### src/rtl/spi_reg_controller.sv
// ---------------------------------------------------------------------------
// spi_reg_controller
//
// This block sits behind a byte-level SPI slave and turns SPI frames into
// register-bus accesses. The first byte of a frame is the command:
// bit 7 selects read (1) or write (0), and bits 6:0 give the start address.
// Each later byte then writes to, or reads from, an address that goes up by
// one after every byte.
//
// Ports
//   clk           system clock; every flop uses its rising edge
//   rst           synchronous reset, active-high
//   ssel          SPI slave select, active-low
//   byteReceived  one-clk pulse when a byte has been shifted in
//   receivedData  the completed byte; valid while byteReceived=1
//   dataNeeded    the SPI slave is loading dataToSend
//   dataToSend    the next byte to shift out on MISO
//   reg_addr      register-bus address
//   reg_wdata     register-bus write data
//   reg_we        register write strobe, one clk wide
//   reg_re        register read strobe, one clk wide
//   reg_rdata     register read data, valid one clk after reg_re
//   frame_done    one-clk pulse when ssel deasserts after an active frame
//   frame_bytes   byte count of the last frame (saturates at 255)
//
// state      | meaning
// -----------+---------------------------------------------------------
// IDLE       | no frame active; waiting for ssel low (after ssel high)
// CMD        | shifting in the command byte
// WRITE      | each received byte is written, then addr advances
// READ_FETCH | reg_re issued, waiting for reg_rdata, loading tx_buf
// READ       | tx_buf holds read data; the next byte advances addr
// ---------------------------------------------------------------------------
module spi_reg_controller #(
   parameter logic [7:0] STATUS_BYTE = 8'hA5
) (
   input  logic       clk,
   input  logic       rst,
   input  logic       ssel,
   input  logic       byteReceived,
   input  logic [7:0] receivedData,
   input  logic       dataNeeded,
   output logic [7:0] dataToSend,
   output logic [6:0] reg_addr,
   output logic [7:0] reg_wdata,
   output logic       reg_we,
   output logic       reg_re,
   input  logic [7:0] reg_rdata,
   output logic       frame_done,
   output logic [7:0] frame_bytes
);

   typedef enum logic [2:0] {
      IDLE       = 3'd0,
      CMD        = 3'd1,
      WRITE      = 3'd2,
      READ_FETCH = 3'd3,
      READ       = 3'd4
   } state_t;

   state_t     state_q;
   logic [6:0] addr_q;
   logic [7:0] tx_buf_q;
   logic [7:0] count_q;
   logic [7:0] frame_bytes_q;
   logic [6:0] reg_addr_q;
   logic [7:0] reg_wdata_q;
   logic       reg_we_q;
   logic       reg_re_q;
   logic       frame_done_q;
   // Set once ssel has been seen high. After a reset, a new frame is only
   // accepted after ssel goes high and then low again.
   logic       armed_q;
   // Fetch phase: 0 issue reg_re, 1 read data in flight, 2 capture.
   logic [1:0] fetch_ph_q;

   // dataNeeded is not needed here. Because the clock runs at least 8x SCK,
   // tx_buf is always ready before the slave loads it.
   logic unused_dataneeded;
   assign unused_dataneeded = dataNeeded;

   always_ff @(posedge clk) begin
      if (rst) begin
         state_q       <= IDLE;
         addr_q        <= 7'd0;
         tx_buf_q      <= 8'd0;
         count_q       <= 8'd0;
         frame_bytes_q <= 8'd0;
         reg_addr_q    <= 7'd0;
         reg_wdata_q   <= 8'd0;
         reg_we_q      <= 1'b0;
         reg_re_q      <= 1'b0;
         frame_done_q  <= 1'b0;
         armed_q       <= 1'b0;
         fetch_ph_q    <= 2'd0;
      end else begin
         reg_we_q     <= 1'b0;
         reg_re_q     <= 1'b0;
         frame_done_q <= 1'b0;
         if (ssel) begin
            // End of frame wins over everything, including a byte that
            // completes in the same clk. Any read still in flight is dropped.
            armed_q    <= 1'b1;
            fetch_ph_q <= 2'd0;
            if (state_q != IDLE) begin
               frame_done_q  <= 1'b1;
               frame_bytes_q <= count_q;
            end
            state_q <= IDLE;
         end else begin
            if (byteReceived && (state_q != IDLE) && (count_q != 8'hFF))
               count_q <= count_q + 8'd1;
            case (state_q)
               IDLE: begin
                  if (armed_q) begin
                     state_q <= CMD;
                     count_q <= 8'd0;
                  end
               end
               CMD: begin
                  if (byteReceived) begin
                     addr_q     <= receivedData[6:0];
                     fetch_ph_q <= 2'd0;
                     state_q    <= receivedData[7] ? READ_FETCH : WRITE;
                  end
               end
               WRITE: begin
                  if (byteReceived) begin
                     reg_we_q    <= 1'b1;
                     reg_addr_q  <= addr_q;
                     reg_wdata_q <= receivedData;
                     addr_q      <= addr_q + 7'd1;
                  end
               end
               READ_FETCH: begin
                  case (fetch_ph_q)
                     2'd0: begin
                        reg_re_q   <= 1'b1;
                        reg_addr_q <= addr_q;
                        fetch_ph_q <= 2'd1;
                     end
                     2'd1: fetch_ph_q <= 2'd2;
                     default: begin
                        tx_buf_q   <= reg_rdata;
                        fetch_ph_q <= 2'd0;
                        state_q    <= READ;
                     end
                  endcase
               end
               READ: begin
                  if (byteReceived) begin
                     addr_q     <= addr_q + 7'd1;
                     fetch_ph_q <= 2'd0;
                     state_q    <= READ_FETCH;
                  end
               end
               default: state_q <= IDLE;
            endcase
         end
      end
   end

   always_comb begin
      dataToSend = STATUS_BYTE;
      case (state_q)
         WRITE:            dataToSend = 8'h00;
         READ_FETCH, READ: dataToSend = tx_buf_q;
         default:          dataToSend = STATUS_BYTE;
      endcase
   end

   assign reg_addr    = reg_addr_q;
   assign reg_wdata   = reg_wdata_q;
   assign reg_we      = reg_we_q;
   assign reg_re      = reg_re_q;
   assign frame_done  = frame_done_q;
   assign frame_bytes = frame_bytes_q;

endmodule

### config.mk
export PLATFORM = sky130hd
export DESIGN_NAME = spi_reg_controller
export DESIGN_NICKNAME = d
export VERILOG_FILES = /design/src/rtl/spi_reg_controller.sv
export SDC_FILE = /design/constraint.sdc
export NUM_CORES = 1
export LEC_CHECK = 0
export ABC_CLOCK_PERIOD_IN_PS = 3700
export CAP_MARGIN = 25
export CORE_MARGIN = 2
export CORE_UTILIZATION = 41
export CTS_CLUSTER_SIZE = 20
export DETAILED_ROUTE_END_ITERATION = 8
export PLACE_DENSITY = 0.67
export SLEW_MARGIN = 20
export SYNTH_ARGS = -nofsm -noshare
export SYNTH_HDL_FRONTEND = slang
export SYNTH_SLANG_ARGS = --single-unit
### constraint.sdc
create_clock -name clk -period 3.7 [get_ports clk]
set_clock_uncertainty 0.1 [all_clocks]
set_input_delay 0.74 -clock clk [delete_from_list [all_inputs] [get_ports clk]]
set_output_delay 0.74 -clock clk [all_outputs]
set_load 0.01 [all_outputs]
==> impl_metrics.yaml, run 1 <==
hold_path:
  hp-class: "flip-flop to flip-flop"
floorplanning:
  placementRows: 28
  die_w_microns: 83.5
  dieHeight_microns: 83.5
  initial_utilization_pct: 43.0
  design.core.area_sq_mm: 0.00603
  ios: 55
  design.die.area_sq_mm: 0.00697
job:
  cap_violations: 0
sta:
  finalSetupViolations: 0
  fmax_mhz: 325
  rsz0062_at_grt: "false"
  fin_crit_ps: 3080
  slew_headroom_pct: 46.7
  slew_violations: 0
  setup_ws_ps: 622
  hold_violations: 0
  fin_crit_sh_pct: 83.2
  setup_tns_ps: 0
  worst_pin_slew_ps: 794
grt:
  grt_pass1_wl_microns: 10500
  grt_pass1_vias: 2209
  track_usage_pct: 18.0
  grt_start_max_net_pins: 47
  overflow: 0
  antenna_found_initial: 0
route:
  drt-total-wl_microns: 5960
  via_per_inst: 5.33
  routed-via-count: 2254
  detail_route.wl_per_cell_microns: 14.1
  drtIter0Drc: 120
  ant_nets: 0
  route.detailed.drc: 0
  drt_pass1_iterations: 4
synthesis:
  synth_enable_flop_cells: 0
  synth_area_sq_mm: 0.00259
  synth_area_per_cell_sq_um: 8.57
  synth_cell_types: 51
  synth_ff_type: "dfxtp_1"
  synthCells: 302
  syn-num-nets: 325
  async_reset_ff_share_pct: 0
  ys_ff_latch: 55
  ys_seq_area_share_pct: 42.5
  yosysWarnings: 0
clocking:
  clockBufferDepth: 2
  cts-resized-gates: 0
  root_buffer: "clkbuf_8"
  numCtsBuffers: 5
  path_clk_slew_ps: 100
  cts_htree_levels: 2
  cts_tree: "done"
  cts_hold_buf: 0
  clkSinkCount: 55
  post_cts_buffers: 0
  clkLatencyLatePin_ps: 300
setup_path:
  cp-start-kind: "flip-flop"
  arrival_ps: 2240
  path_max_fanout: 14
  worstPathRequired_ps: 2860
  path_class: "flip-flop to output pin"
  end_kind: "output pin"
layout:
  layout-drive-gt1-share_pct: 6.03
  design_area_sq_mm: 0.00327
  n_fill_cell: 563
  area_delta_synth_final_pct: 26.1
  final_cell_mix: "dfxtp_1, clkdlybuf4s50_1, nor2_1"
  layout_commonest_cell: "dfxtp_1"
  finalNetCount: 370
  antenna_cells: 0
  fin_util_pct: 54.2
power_and_ir_drop:
  power.leakage_uw: 0.00120
  peakVddDrop_mv: 0.206
  power_density_mw_per_mm2: 336
placement:
  portBuffers: 53
  hpwl_microns: 4070
  post-place-ws_ps: 893
  gp_routability_congestion: 0.846
  placed_area_sq_mm: 0.00315
status:
  outcome: "completed"
-- cells in the mapped netlist (2+ instances only) --
cell type | number | share of area (%)
or3_1 | 5 | 1.2
nor4b_1 | 4 | 1.4
a211oi_1 | 4 | 1.2
nor3_1 | 5 | 0.97
o21ai_0 | 7 | 1.4
o31a_1 | 3 | 1.0
buf_2 | 7 | 1.4
nand2b_1 | 3 | 0.73
nor2b_1 | 2 | 0.48
a2bb2oi_1 | 2 | 0.68
dfxtp_1 | 55 | 43
a31oi_1 | 6 | 1.5
nand2_1 | 28 | 4.1
nor2_1 | 46 | 6.7
o21a_1 | 2 | 0.58
nor3b_1 | 2 | 0.58
nand3_1 | 14 | 2.7
or4_1 | 2 | 0.58
clkbuf_1 | 10 | 1.5
o311ai_0 | 3 | 1.0
mux2i_1 | 24 | 9.3
ha_1 | 2 | 0.97
or2_2 | 2 | 0.48
o32ai_2 | 2 | 1.3
and2_1 | 5 | 1.2
inv_1 | 7 | 1.0
o31ai_1 | 4 | 1.2
and3_1 | 2 | 0.48
a221oi_1 | 2 | 0.68
a21oi_1 | 19 | 3.7
o211ai_1 | 2 | 0.58
buf_6 | 2 | 0.87
-- final timing paths --
kind                start            end  slack, ps  cells past startpoint
min reg2reg  reg_wdata[1]   reg_wdata[1]        360                      2
max            state_q[1]  dataToSend[6]        620                      4
max reg2reg    state_q[2]      addr_q[1]       1310                      5
min          reg_wdata[1]   reg_wdata[1]        360                      2
-- metal layers --
layer / GRT usage [%] / wire, microns
met3: 3.46 / 287
met2: 26.9 / 2670
met5: 0 / 0
met1: 26.1 / 2960
met4: 5.72 / 43
-- kinds of logic (layout without fill, tap and decap cells) --
| family | after synthesis | count (layout) | synth area share [%] |
|---|---|---|---|
| buf+inv | 27 | 73 | 4.98 |
| fa+ha+maj | 2 | 2 | 0.966 |
| flops | 55 | 55 | 42.5 |
| simple gates | 129 | 129 | 24.9 |
| xor+xnor | 1 | 1 | 0.338 |
| compound gates | 64 | 64 | 17.0 |
| mux | 24 | 24 | 9.28 |
-- flip-flops by register name, indices dropped and copies added, names as in the netlist, 2 cells and up --
| signal | cells |
|---|---|
| reg_wdata | 8 |
| fetch_ph_q | 2 |
| addr_q | 7 |
| tx_buf_q | 8 |
| reg_addr | 7 |
| count_q | 8 |
| state_q | 3 |
| frame_bytes | 8 |
-- stage by stage --
stage / cells / hold WS [ps] / power [uW]
after global placement: 415 / 346 / 695
final: 423 / 363 / 1100
after CTS: 423 / 366 / 1100
after global routing: 423 / 392 / 1140
after floorplan: 302 / 352 / 659
after detailed placement: 415 / 351 / 694
-- report_power, final --
| part | leakage, uW | switching [uW] | total, uW | internal (uW) |
|---|---|---|---|---|
| sequential | 0.000443 | 4.30 | 599 | 595 |
| combinational | 0.000699 | 44.8 | 82.3 | 37.4 |
| clock | 0.0000612 | 197 | 416 | 219 |
| total | 0.00120 | 246 | 1100 | 852 |
-- critical path: stages (launching register included) --
cell and delay (ps):
dfxtp_1 610, nand2_1 230, o21ai_0 380, and2_1 190, clkdlybuf4s50_1 530
-- final cells by class --
cell class	instances	area, sq um	share of cell area, %
inverter	7	26.3	0.805
tap	75	93.8	2.87
sequential	55	1100	33.7
clock inverter	2	35.0	1.07
clock buffer	6	82.6	2.53
multi-input combinational	220	1360	41.6
timing repair buffer	58	568	17.4
Note: power is estimated with default switching activity, not from simulation.
==> inputs of run 2 (changes only) <==
Settings changed: ABC_CLOCK_PERIOD_IN_PS 3700 to 3000.
Clock period 3.7 ns to 3 ns, I/O delays scaled along.
==> run 2 against run 1 <==
Net effect: register-to-register slack got worse by 380 ps; clock power is 37% higher; critical path depth did not move; critical endpoint is now dataToSend[3]; worst setup slack worse by 310 ps; highest routed layer unchanged; final area up 2.3%; global-route usage decreased by 0.43 points; via count up 1.4%; sequential cell count stayed put; routed wire length down 1.4%; cell count is 1.9% higher; largest power group unchanged; combinational power is 30% higher; sequential share of layout area shrank 0.76 points.
==> impl_metrics.yaml, run 2 (synthesized netlist as in run 1, its figures left out) <==
setup_path:
  cpMaxStageDelayCell: "clkdlybuf4s50_1"
  arrival_ps: 1990
  critPathBufInv: 1
  crit_chain: "nand2_1 > o21ai_0 > and2_1 > clkdlybuf4s50_1"
  path_max_fanout: 6
  end_kind: "output pin"
  cp-start-kind: "flip-flop"
  path_class: "flip-flop to output pin"
  worstPathRequired_ps: 2300
  path_delay_family: "buffers and inverters"
  max_stage_delay_ps: 530
placement:
  placed_area_sq_mm: 0.00321
  post-place-ws_ps: 608
  hpwl_microns: 4160
  gp_routability_congestion: 0.860
  portBuffers: 53
floorplanning:
  design.die.area_sq_mm: 0.00697
  ios: 55
  design.core.area_sq_mm: 0.00603
  initial_utilization_pct: 43.0
  die_w_microns: 83.5
  placementRows: 28
  dieHeight_microns: 83.5
sta:
  fmax_mhz: 372
  rsz0062_at_grt: "false"
  fin_crit_ps: 2690
  setup_tns_ps: 0
  setup_ws_ps: 314
  worst_pin_slew_ps: 550
  finalSetupViolations: 0
  hold_violations: 0
  slew_headroom_pct: 63.3
  slew_violations: 0
  fin_crit_sh_pct: 89.5
grt:
  grt_pass1_vias: 2127
  track_usage_pct: 17.5
  overflow: 0
  grt_start_max_net_pins: 33
  antenna_found_initial: 0
  grt_pass1_wl_microns: 10300
power_and_ir_drop:
  peakVddDrop_mv: 0.229
  finalPower_uw: 1410
  power.leakage_uw: 0.00125
  power_density_mw_per_mm2: 423
clocking:
  numCtsBuffers: 5
  cts_tree: "done"
  root_buffer: "clkbuf_8"
  clockBufferDepth: 2
  post_cts_buffers: 0
  clkLatencyLatePin_ps: 300
  clkSinkCount: 55
  cts_htree_levels: 2
  cts-resized-gates: 0
  path_clk_slew_ps: 90
  cts_hold_buf: 0
route:
  route.detailed.drc: 0
  via_per_inst: 5.30
  ant_nets: 0
  drtIter0Drc: 147
  drt-total-wl_microns: 5870
  detail_route.wl_per_cell_microns: 13.6
  routed-via-count: 2285
  drt_pass1_iterations: 4
job:
  cap_violations: 0
layout:
  n_fill_cell: 578
  area_delta_synth_final_pct: 29.0
  design_area_sq_mm: 0.00334
  finalNetCount: 378
  antenna_cells: 0
  layout-drive-gt1-share_pct: 7.87
  final_cell_mix: "dfxtp_1, clkdlybuf4s50_1, nor2_1"
  layout_commonest_cell: "dfxtp_1"
status:
  outcome: "completed"
hold_path:
  hp-class: "flip-flop to flip-flop"
run 2: cell type report:
type	count	area [sq um]	share of cell area (%)
inverter	7	26.3	0.787
multi-input combinational	220	1360	40.7
sequential	55	1100	33.0
timing repair buffer	66	628	18.8
tap	75	93.8	2.81
clock inverter	2	60.1	1.80
clock buffer	6	72.6	2.17
run 2: path summary, 6_finish.rpt:
path              slack, ps  cells past startpoint       endpoint         start
hold / removal          360                      2   reg_wdata[3]  reg_wdata[3]
setup / recovery        310                      4  dataToSend[3]    state_q[0]
hold reg to reg         360                      2   reg_wdata[3]  reg_wdata[3]
setup reg to reg        930                      6      addr_q[3]    state_q[2]
run 2: worst register-to-register path, stage by stage, from the launching register on:
cell and delay (ps):
dfxtp_1 370, buf_4 220, xnor2_1 100, buf_4 170
o22a_1 300, or2_0 400, o32ai_1 330
run 2: through the flow:
| stage | utilization [%] | hold slack (ps) | std cells |
|---|---|---|---|
| finish | 55.4 | 364 | 431 |
| global route | 55.4 | 405 | 431 |
| CTS | 55.4 | 366 | 431 |
| detailed placement | 53.2 | 353 | 423 |
| global placement | 53.2 | 346 | 423 |
| floorplan | - | 352 | 302 |
run 2: where the power goes:
part,total [uW],internal [uW],switching (uW)
Sequential,738,734,4.49
Combinational,107,50.5,56.5
Clock,568,334,234
run 2: layer usage:
metal | global-route usage, % | share of wire (%)
met1 | 25.8 | 51
met2 | 26.2 | 44
met3 | 3.46 | 4.0
met4 | 4.69 | 1.4
met5 | 0 | 0
==> inputs of run 3 (changes only) <==
Settings changed: SKIP_LAST_GASP set to 1.
==> results of run 3 <==
Same layout as run 2: the final DEF is identical, and so are final timing and power.
